### src/rtl/divisor_secuencial_if.sv
// Handshake and operand/result bundle between the Execute-stage ALU and the sequential divider.
interface divisor_secuencial_if #(
    parameter int n = 18
);
    logic         start;
    logic [n-1:0] A;
    logic [n-1:0] B;
    logic         busy;
    logic         done;
    logic [n-1:0] out;
    logic [n-1:0] rem;
    logic         overflow;
    logic         div_zero;
    logic         car;

    modport master (
        output start, A, B,
        input  busy, done, out, rem, overflow, div_zero, car
    );

    modport slave (
        input  start, A, B,
        output busy, done, out, rem, overflow, div_zero, car
    );
endinterface

### src/rtl/divisor_secuencial.sv
// Iterative signed restoring divider, one quotient bit per clock, start/busy/done handshake.
// Define DIVISOR_REM_EN to build the signed remainder output register; otherwise rem reads 0.
module divisor_secuencial #(
    parameter int n = 18
) (
    input logic                  clk,
    input logic                  rst,
    divisor_secuencial_if.slave  bus
);

    localparam int CntW = $clog2(n);

    typedef enum logic [1:0] {StIdle, StRun, StDone} state_t;

    state_t            state_q, state_d;
    logic [n-1:0]      r_q, r_d;
    logic [n-1:0]      q_q, q_d;
    logic [n-1:0]      bmag_q, bmag_d;
    logic              sa_q, sa_d;
    logic              sb_q, sb_d;
    logic [CntW-1:0]   cnt_q, cnt_d;
    logic [n-1:0]      out_q, out_d;
    logic              ovf_q, ovf_d;
    logic              dz_q, dz_d;
`ifdef DIVISOR_REM_EN
    logic [n-1:0]      rem_q, rem_d;
`endif

    logic [n-1:0]      abs_a, abs_b;
    logic              ovf_case;
    logic [n:0]        shift, diff;

    // |-2^(n-1)| wraps to 2^(n-1), which is exactly right as an unsigned magnitude.
    assign abs_a    = bus.A[n-1] ? -bus.A : bus.A;
    assign abs_b    = bus.B[n-1] ? -bus.B : bus.B;
    assign ovf_case = (bus.A == {1'b1, {(n-1){1'b0}}}) && (bus.B == {n{1'b1}});

    assign shift = {r_q, q_q[n-1]};
    assign diff  = shift - {1'b0, bmag_q};

    always_comb begin
        state_d = state_q;
        r_d     = r_q;
        q_d     = q_q;
        bmag_d  = bmag_q;
        sa_d    = sa_q;
        sb_d    = sb_q;
        cnt_d   = cnt_q;
        out_d   = out_q;
        ovf_d   = ovf_q;
        dz_d    = dz_q;
`ifdef DIVISOR_REM_EN
        rem_d   = rem_q;
`endif
        unique case (state_q)
            StIdle: begin
                if (bus.start) begin
                    sa_d   = bus.A[n-1];
                    sb_d   = bus.B[n-1];
                    bmag_d = abs_b;
                    q_d    = abs_a;
                    r_d    = '0;
                    cnt_d  = CntW'(n - 1);
                    if (bus.B == '0) begin
                        state_d = StDone;
                        out_d   = '1;
                        ovf_d   = 1'b0;
                        dz_d    = 1'b1;
`ifdef DIVISOR_REM_EN
                        rem_d   = bus.A;
`endif
                    end else if (ovf_case) begin
                        state_d = StDone;
                        out_d   = bus.A;
                        ovf_d   = 1'b1;
                        dz_d    = 1'b0;
`ifdef DIVISOR_REM_EN
                        rem_d   = '0;
`endif
                    end else begin
                        state_d = StRun;
                    end
                end
            end
            StRun: begin
                // diff[n] is the borrow: set means the trial subtraction failed.
                if (!diff[n]) begin
                    r_d = diff[n-1:0];
                    q_d = {q_q[n-2:0], 1'b1};
                end else begin
                    r_d = shift[n-1:0];
                    q_d = {q_q[n-2:0], 1'b0};
                end
                cnt_d = cnt_q - CntW'(1);
                if (cnt_q == '0) begin
                    state_d = StDone;
                    out_d   = (sa_q ^ sb_q) ? -q_d : q_d;
                    ovf_d   = 1'b0;
                    dz_d    = 1'b0;
`ifdef DIVISOR_REM_EN
                    rem_d   = sa_q ? -r_d : r_d;
`endif
                end
            end
            StDone: begin
                state_d = StIdle;
            end
            default: begin
                state_d = StIdle;
            end
        endcase
    end

    always_ff @(posedge clk or posedge rst) begin
        if (rst) begin
            state_q <= StIdle;
            r_q     <= '0;
            q_q     <= '0;
            bmag_q  <= '0;
            sa_q    <= 1'b0;
            sb_q    <= 1'b0;
            cnt_q   <= '0;
            out_q   <= '0;
            ovf_q   <= 1'b0;
            dz_q    <= 1'b0;
        end else begin
            state_q <= state_d;
            r_q     <= r_d;
            q_q     <= q_d;
            bmag_q  <= bmag_d;
            sa_q    <= sa_d;
            sb_q    <= sb_d;
            cnt_q   <= cnt_d;
            out_q   <= out_d;
            ovf_q   <= ovf_d;
            dz_q    <= dz_d;
        end
    end

`ifdef DIVISOR_REM_EN
    always_ff @(posedge clk or posedge rst) begin
        if (rst) begin
            rem_q <= '0;
        end else begin
            rem_q <= rem_d;
        end
    end

    assign bus.rem = rem_q;
`else
    assign bus.rem = '0;
`endif

    assign bus.busy     = (state_q == StRun);
    assign bus.done     = (state_q == StDone);
    assign bus.out      = out_q;
    assign bus.overflow = ovf_q;
    assign bus.div_zero = dz_q;
    assign bus.car      = 1'b0;

endmodule

### src/flat_wrapper.sv
// flat-port wrapper written by rule: the top's interface ports become plain ports
module divisor_secuencial_flat 
#(
    parameter int n = 18
)
  (clk, rst, bus_start, bus_A, bus_B, bus_busy, bus_done, bus_out, bus_rem, bus_overflow, bus_div_zero, bus_car);
  divisor_secuencial_if #(.n(n)) bus_i ();
  input logic clk;
  input logic rst;
  input wire logic [$bits(bus_i.start)-1:0] bus_start;
  input wire logic [$bits(bus_i.A)-1:0] bus_A;
  input wire logic [$bits(bus_i.B)-1:0] bus_B;
  output wire logic [$bits(bus_i.busy)-1:0] bus_busy;
  output wire logic [$bits(bus_i.done)-1:0] bus_done;
  output wire logic [$bits(bus_i.out)-1:0] bus_out;
  output wire logic [$bits(bus_i.rem)-1:0] bus_rem;
  output wire logic [$bits(bus_i.overflow)-1:0] bus_overflow;
  output wire logic [$bits(bus_i.div_zero)-1:0] bus_div_zero;
  output wire logic [$bits(bus_i.car)-1:0] bus_car;
  assign bus_i.start = bus_start;
  assign bus_i.A = bus_A;
  assign bus_i.B = bus_B;
  assign bus_busy = bus_i.busy;
  assign bus_done = bus_i.done;
  assign bus_out = bus_i.out;
  assign bus_rem = bus_i.rem;
  assign bus_overflow = bus_i.overflow;
  assign bus_div_zero = bus_i.div_zero;
  assign bus_car = bus_i.car;
  divisor_secuencial #(.n(n)) u_core (.clk(clk), .rst(rst), .bus(bus_i));
endmodule
### config.mk
export PLATFORM = sky130hd
export DESIGN_NAME = divisor_secuencial_flat
export DESIGN_NICKNAME = d
export VERILOG_FILES = /design/src/rtl/divisor_secuencial_if.sv /design/src/rtl/divisor_secuencial.sv /design/src/flat_wrapper.sv
export SDC_FILE = /design/constraint.sdc
export NUM_CORES = 1
export LEC_CHECK = 0
export CAP_MARGIN = 20
export CORE_AREA = 4 4 104 180
export CTS_CLUSTER_DIAMETER = 200
export DETAILED_ROUTE_END_ITERATION = 7
export DIE_AREA = 0 0 108 184
export DONT_BUFFER_PORTS = 1
export GPL_TIMING_DRIVEN = 0
export PLACE_DENSITY_LB_ADDON = 0.05
export SLEW_MARGIN = 0
export SYNTH_ARGS = -nofsm -noshare
export SYNTH_HDL_FRONTEND = slang
export SYNTH_SLANG_ARGS = --single-unit
export TNS_END_PERCENT = 1
### constraint.sdc
create_clock -name clk -period 3.55 [get_ports clk]
set_input_delay 0.1775 -clock clk [delete_from_list [all_inputs] [get_ports clk]]
set_output_delay 0.1775 -clock clk [all_outputs]
set_load 0.01 [all_outputs]
Word-level counts from Yosys, hierarchy flattened
Cells that the tools add are included.
Word-level totals
  flip-flop bits (word level): 83
  word-level logic and storage cells: 63
  output and inout bits: 41
Operators by class
  $add $sub $neg: 5
  multiplexer cells: 31
  bitwise logic cells: 1
  equality and inequality tests: 7
  reduce and logical (&&, ||, !) cells: 9
Operators with widths (number)
  two-way mux 18 bit: 11
  case mux 18 bit (2 select lines): 3
  negation 18 bit: 3
  equality test 18 bit, second input constant: 2
  subtractor 19 x 18 -> 19 bit: 1
  zero test 18 bit: 1
  case mux 5 bit (2 select lines): 1
  two-way mux 1 bit: 8
  two-way mux 2 bit: 4
  AND reduction 2 bit: 3
  zero test 5 bit: 1
  two-way mux 5 bit: 1
  subtractor 5 x 1 -> 5 bit, second input constant: 1
  case mux 1 bit (2 select lines): 2
  case mux 2 bit (2 select lines): 1
  AND reduction 4 bit: 1
  inequality test 3 x 1 -> 1 bit, second input constant: 1
  equality test 2 x 1 -> 1 bit, second input constant: 1
  equality test 2 bit, second input constant: 1
  zero test 2 bit: 1
  inequality test 2 x 1 -> 1 bit, second input constant: 1
  inequality test 2 bit, second input constant: 1
  nonzero test 2 bit: 1
  logical AND 1 bit: 1
  bitwise XOR 1 bit: 1

Longest topological paths before layout
  depth after elaboration: 7
  mapped depth: 15
  depth with buffers taken out: 15

Worst setup path after synthesis
No wires, ideal clock.
  path kind: register to register
  start: register u_core.r_q[10]
  end: register u_core.out_q[2], in the netlist u_core.bus.out[2]
  setup time: 0.136 ns
  setup slack: 0.490 ns
  period minus slack after synthesis: 3.060 ns
  data arrival time: 2.925 ns
  stages on the path, launching flop included: 13
  cell sequence: dfrtp_1 ha_1 a21o_1 a211o_1 o21a_1 or4b_2 nand3_1 inv_2 ha_1 nand2b_1 xnor2_1 o22ai_1 o21ai_0
Between the ends
  cells in the longest elaborated chain, start to end: 7
RTL lines
  start, declared: RTL line divisor_secuencial.sv:16  | logic [n-1:0] r_q, r_d;
  start signal, assigned: RTL line divisor_secuencial.sv:128  | r_q <= r_d;
  subtractor 19 x 18 -> 19 bit: RTL line divisor_secuencial.sv:39  | assign diff = shift - {1'b0, bmag_q};
  two-way mux 1 bit: RTL line divisor_secuencial.sv:87  | if (!diff[n]) begin
  two-way mux 18 bit: RTL line divisor_secuencial.sv:55  | unique case (state_q)
  negation 18 bit: RTL line divisor_secuencial.sv:97  | out_d = (sa_q ^ sb_q) ? -q_d : q_d;
  two-way mux 18 bit: RTL line divisor_secuencial.sv:97
  two-way mux 18 bit: RTL line divisor_secuencial.sv:95  | if (cnt_q == '0) begin
  case mux 18 bit (2 select lines): RTL line divisor_secuencial.sv:55
  end signal, assigned: RTL line divisor_secuencial.sv:134  | out_q <= out_d;
  end, declared: RTL line divisor_secuencial.sv:22  | logic [n-1:0] out_q, out_d;
Every way passes these cells. The select of a mux whose other input is x is not followed.
A chain may end at the register's enable or synchronous reset.

Worst setup path in the final report
  start: register u_core.q_q[17]
  end: register u_core.out_q[11], in the netlist u_core.bus.out[11]
Between the ends
  cells in the longest elaborated chain, start to end: 7
RTL lines
  start, declared: RTL line divisor_secuencial.sv:17  | logic [n-1:0] q_q, q_d;
  start signal, assigned: RTL line divisor_secuencial.sv:129  | q_q <= q_d;
  subtractor 19 x 18 -> 19 bit: RTL line divisor_secuencial.sv:39
  two-way mux 1 bit: RTL line divisor_secuencial.sv:87
  two-way mux 18 bit: RTL line divisor_secuencial.sv:55
  negation 18 bit: RTL line divisor_secuencial.sv:97
  two-way mux 18 bit: RTL line divisor_secuencial.sv:97
  two-way mux 18 bit: RTL line divisor_secuencial.sv:95
  case mux 18 bit (2 select lines): RTL line divisor_secuencial.sv:55
Every way passes these cells. The select of a mux whose other input is x is not followed.

==> impl_metrics.json <==
{
  "cap_violations": 0,
  "chipHeight_um": 184,
  "final_area_mm2": 0.006704,
  "drt-wirelength-per-cell_um": 20.35,
  "ant_nets": 0,
  "synth_cell_types": 60,
  "setup_violations": 0,
  "ff2ff_setup_slack_ps": 290,
  "cts_tree": "done",
  "grt-ovfl-total": 0,
  "cp_max_fo": 10,
  "syn-cell-area_mm2": 0.005919,
  "place_area_mm2": 0.006311,
  "cp_data_required_time_ps": 3790,
  "clock_path_buffers": 2,
  "ys_dominant_reg_cell": "dfrtp_1",
  "crit_chain": "inv_1 -> ha_2 -> fa_2 -> nor2b_1 -> o31a_1 -> o2111a_2 -> buf_4 -> o21ai_0 -> nand3_4 -> buf_4 -> buf_2 -> nor3_1 -> nor2_1 -> a311oi_1",
  "critPathMaxStageDelay_ps": 390,
  "path_buf_inv": 4,
  "cp-start-kind": "register",
  "syn_to_final_growth_pct": 13.25,
  "synth-seq-cells": 83,
  "whs_ps": 10.98,
  "final.setup_skew_ps": 12.78,
  "cts_sinks": 83,
  "max_freq_ghz": 0.3069,
  "layout.nets": 818,
  "cp.arrival_ps": 3500,
  "diodes": 0,
  "vias_per_cell": 5.538,
  "fp.dieW_um": 108,
  "peakVddDrop_mv": 0.3054,
  "dpl.hpwl_mm": 15.70,
  "cp_common_cell": "buf_4",
  "grt_pass1_vias": 5630,
  "placed_cells": 970,
  "hold_violations": 0,
  "grt_pass1_wl_mm": 31.19,
  "path_clk_slew_ps": 60,
  "total_power_mw": 6.801,
  "synth_top_area_frac": 0.3509,
  "grt_max_degree": 63,
  "drt-total-wl_mm": 20.10,
  "power_leakage_nw": 2.951,
  "fin_cells": 988,
  "die_area_mm2": 0.01987,
  "async_reset_ff_frac": 1.000,
  "syn_inst": 719,
  "power_density_mw_per_mm2": 1015,
  "synth_edf_count": 0,
  "utilization": 0.3858,
  "dr.pass1.iters": 7,
  "seq_area_frac_synth": 0.3509,
  "yosys-top-cells-area": "dfrtp_1 (35%), o21ai_0 (6.1%), nand2_1 (5.9%), ha_1 (5.1%), xor2_1 (3.8%)",
  "min_period_ps": 3258,
  "worstSkewPairLatency_ps": 350,
  "gp_congestion": 0.8983,
  "initial_core_util": 0.3407,
  "ys_warn_count": 0,
  "critPathKind": "reg2reg",
  "portBuffers": 0,
  "synthMostInstantiatedCell": "nand2_1",
  "slowest_stage": "dfrtp_1",
  "endpoint_kind": "register",
  "final_layout_size_suffix_gt1_frac": 0.08454,
  "synth_common_cells": "nand2_1 (93), dfrtp_1 (83), o21ai_0 (72)",
  "first_iter_violations": 242,
  "synth_area_per_cell_um2": 8.233,
  "hold_path_class": "in2reg",
  "cp_top_family": "compound AO/OA/AOI/OAI gates",
  "antenna_found_initial": 0,
  "slew_headroom": 0.4661,
  "status": "finished clean",
  "cts_buffers": 9,
  "final_max_slew_viol_count": 0,
  "ios": 80,
  "drc_errors": 0,
  "fin_crit_sh": 0.9177,
  "yosysTopAreaCell": "dfrtp_1",
  "cts_root_buffer": "clkbuf_16",
  "vias": 5472,
  "globalRouteTotalUtil": 0.2055,
  "fp-row-count": 64,
  "coreArea_mm2": 0.01738,
  "worst_pin_slew_ps": 796.0,
  "h-tree-depth": 3
}
## power breakdown
part / internal, mW / total (mW) / switching [mW]
clock network: 0.648 / 1.04 / 0.392
registers: 1.37 / 1.81 / 0.436
logic: 1.46 / 3.95 / 2.49
## stage by stage
stage | setup WS, ps | setup TNS (ps)
after global placement | -83.18 | -139.0
after floorplan | 489.6 | 0
after detailed placement | -95.93 | -187.1
final | 292.1 | 0
after global routing | -6.895 | -6.895
after CTS | 41.90 | 0
## cells by family after synthesis
group,synth area share
xor+xnor,0.06954
flops,0.3509
fa+ha+maj,0.05411
buf+inv,0.07652
other cells,0.0006335
compound gates,0.2277
simple gates,0.2021
mux,0.01860
## placed cells by master (no fill, tap or decap), drive strengths merged, types with 14 or more instances in the layout
cell,count
o22ai,23
nor3,28
nand4,18
xnor2,21
nand2,93
clkbuf,40
conb,19
dfrtp,83
o21ai,74
a21oi,30
buf,33
inv,39
ha,24
xor2,26
nor2,51
nand3,14
## sequential cells by signal, summed over array words and instances (netlist names)
| name | cells |
|---|---|
| u_core.cnt_q | 5 |
| u_core.bus.overflow | 1 |
| u_core.bmag_q | 18 |
| u_core.bus.out | 18 |
| u_core.r_q | 18 |
| u_core.bus.div_zero | 1 |
| u_core.sb_q | 1 |
| u_core.q_q | 18 |
| u_core.sa_q | 1 |
| u_core.state_q | 2 |
## final cells by class
| cell class | count | area [um^2] |
|---|---|---|
| Buffer | 57 | 301.5 |
| Clock buffer | 12 | 256.5 |
| Clock inverter | 2 | 60.06 |
| Fill cell | 1841 | 10670 |
| Inverter | 40 | 156.4 |
| Multi-Input combinational cell | 557 | 3498 |
| Sequential cell | 83 | 2077 |
| Tap cell | 231 | 289.0 |
| Timing Repair Buffer | 6 | 65.06 |
## routing by layer
metal	track usage	vias up	part of all wire
met4	0.07988	0	0.025
met1	0.2158	2646	0.36
li1	-	2637	-
met5	0	-	0
met2	0.3923	161	0.56
met3	0.04148	28	0.052
## repair_timing
action / 4_1_cts / 5_1_grt
hold buffers: 1 / 0
endpoints found under the hold margin: 21 / 0
resized for setup: 2 / 11
pin swaps: 0 / 5
setup endpoints to repair: 4 / 9
setup buffers: 0 / 3
## final timing paths
path,startpoint,end,cells after the start
min in group asynchronous,rst,u_core.bus.out[5],2
max in group asynchronous,rst,u_core.cnt_q[2],3
worst min register to register,u_core.bmag_q[6],u_core.bmag_q[6],2
worst min-delay path,bus_B[0],u_core.bmag_q[0],2
worst max-delay path,u_core.q_q[17],u_core.bus.out[11],14
worst max register to register,u_core.q_q[17],u_core.bus.out[11],14
Power figures use the tool's default switching activity.
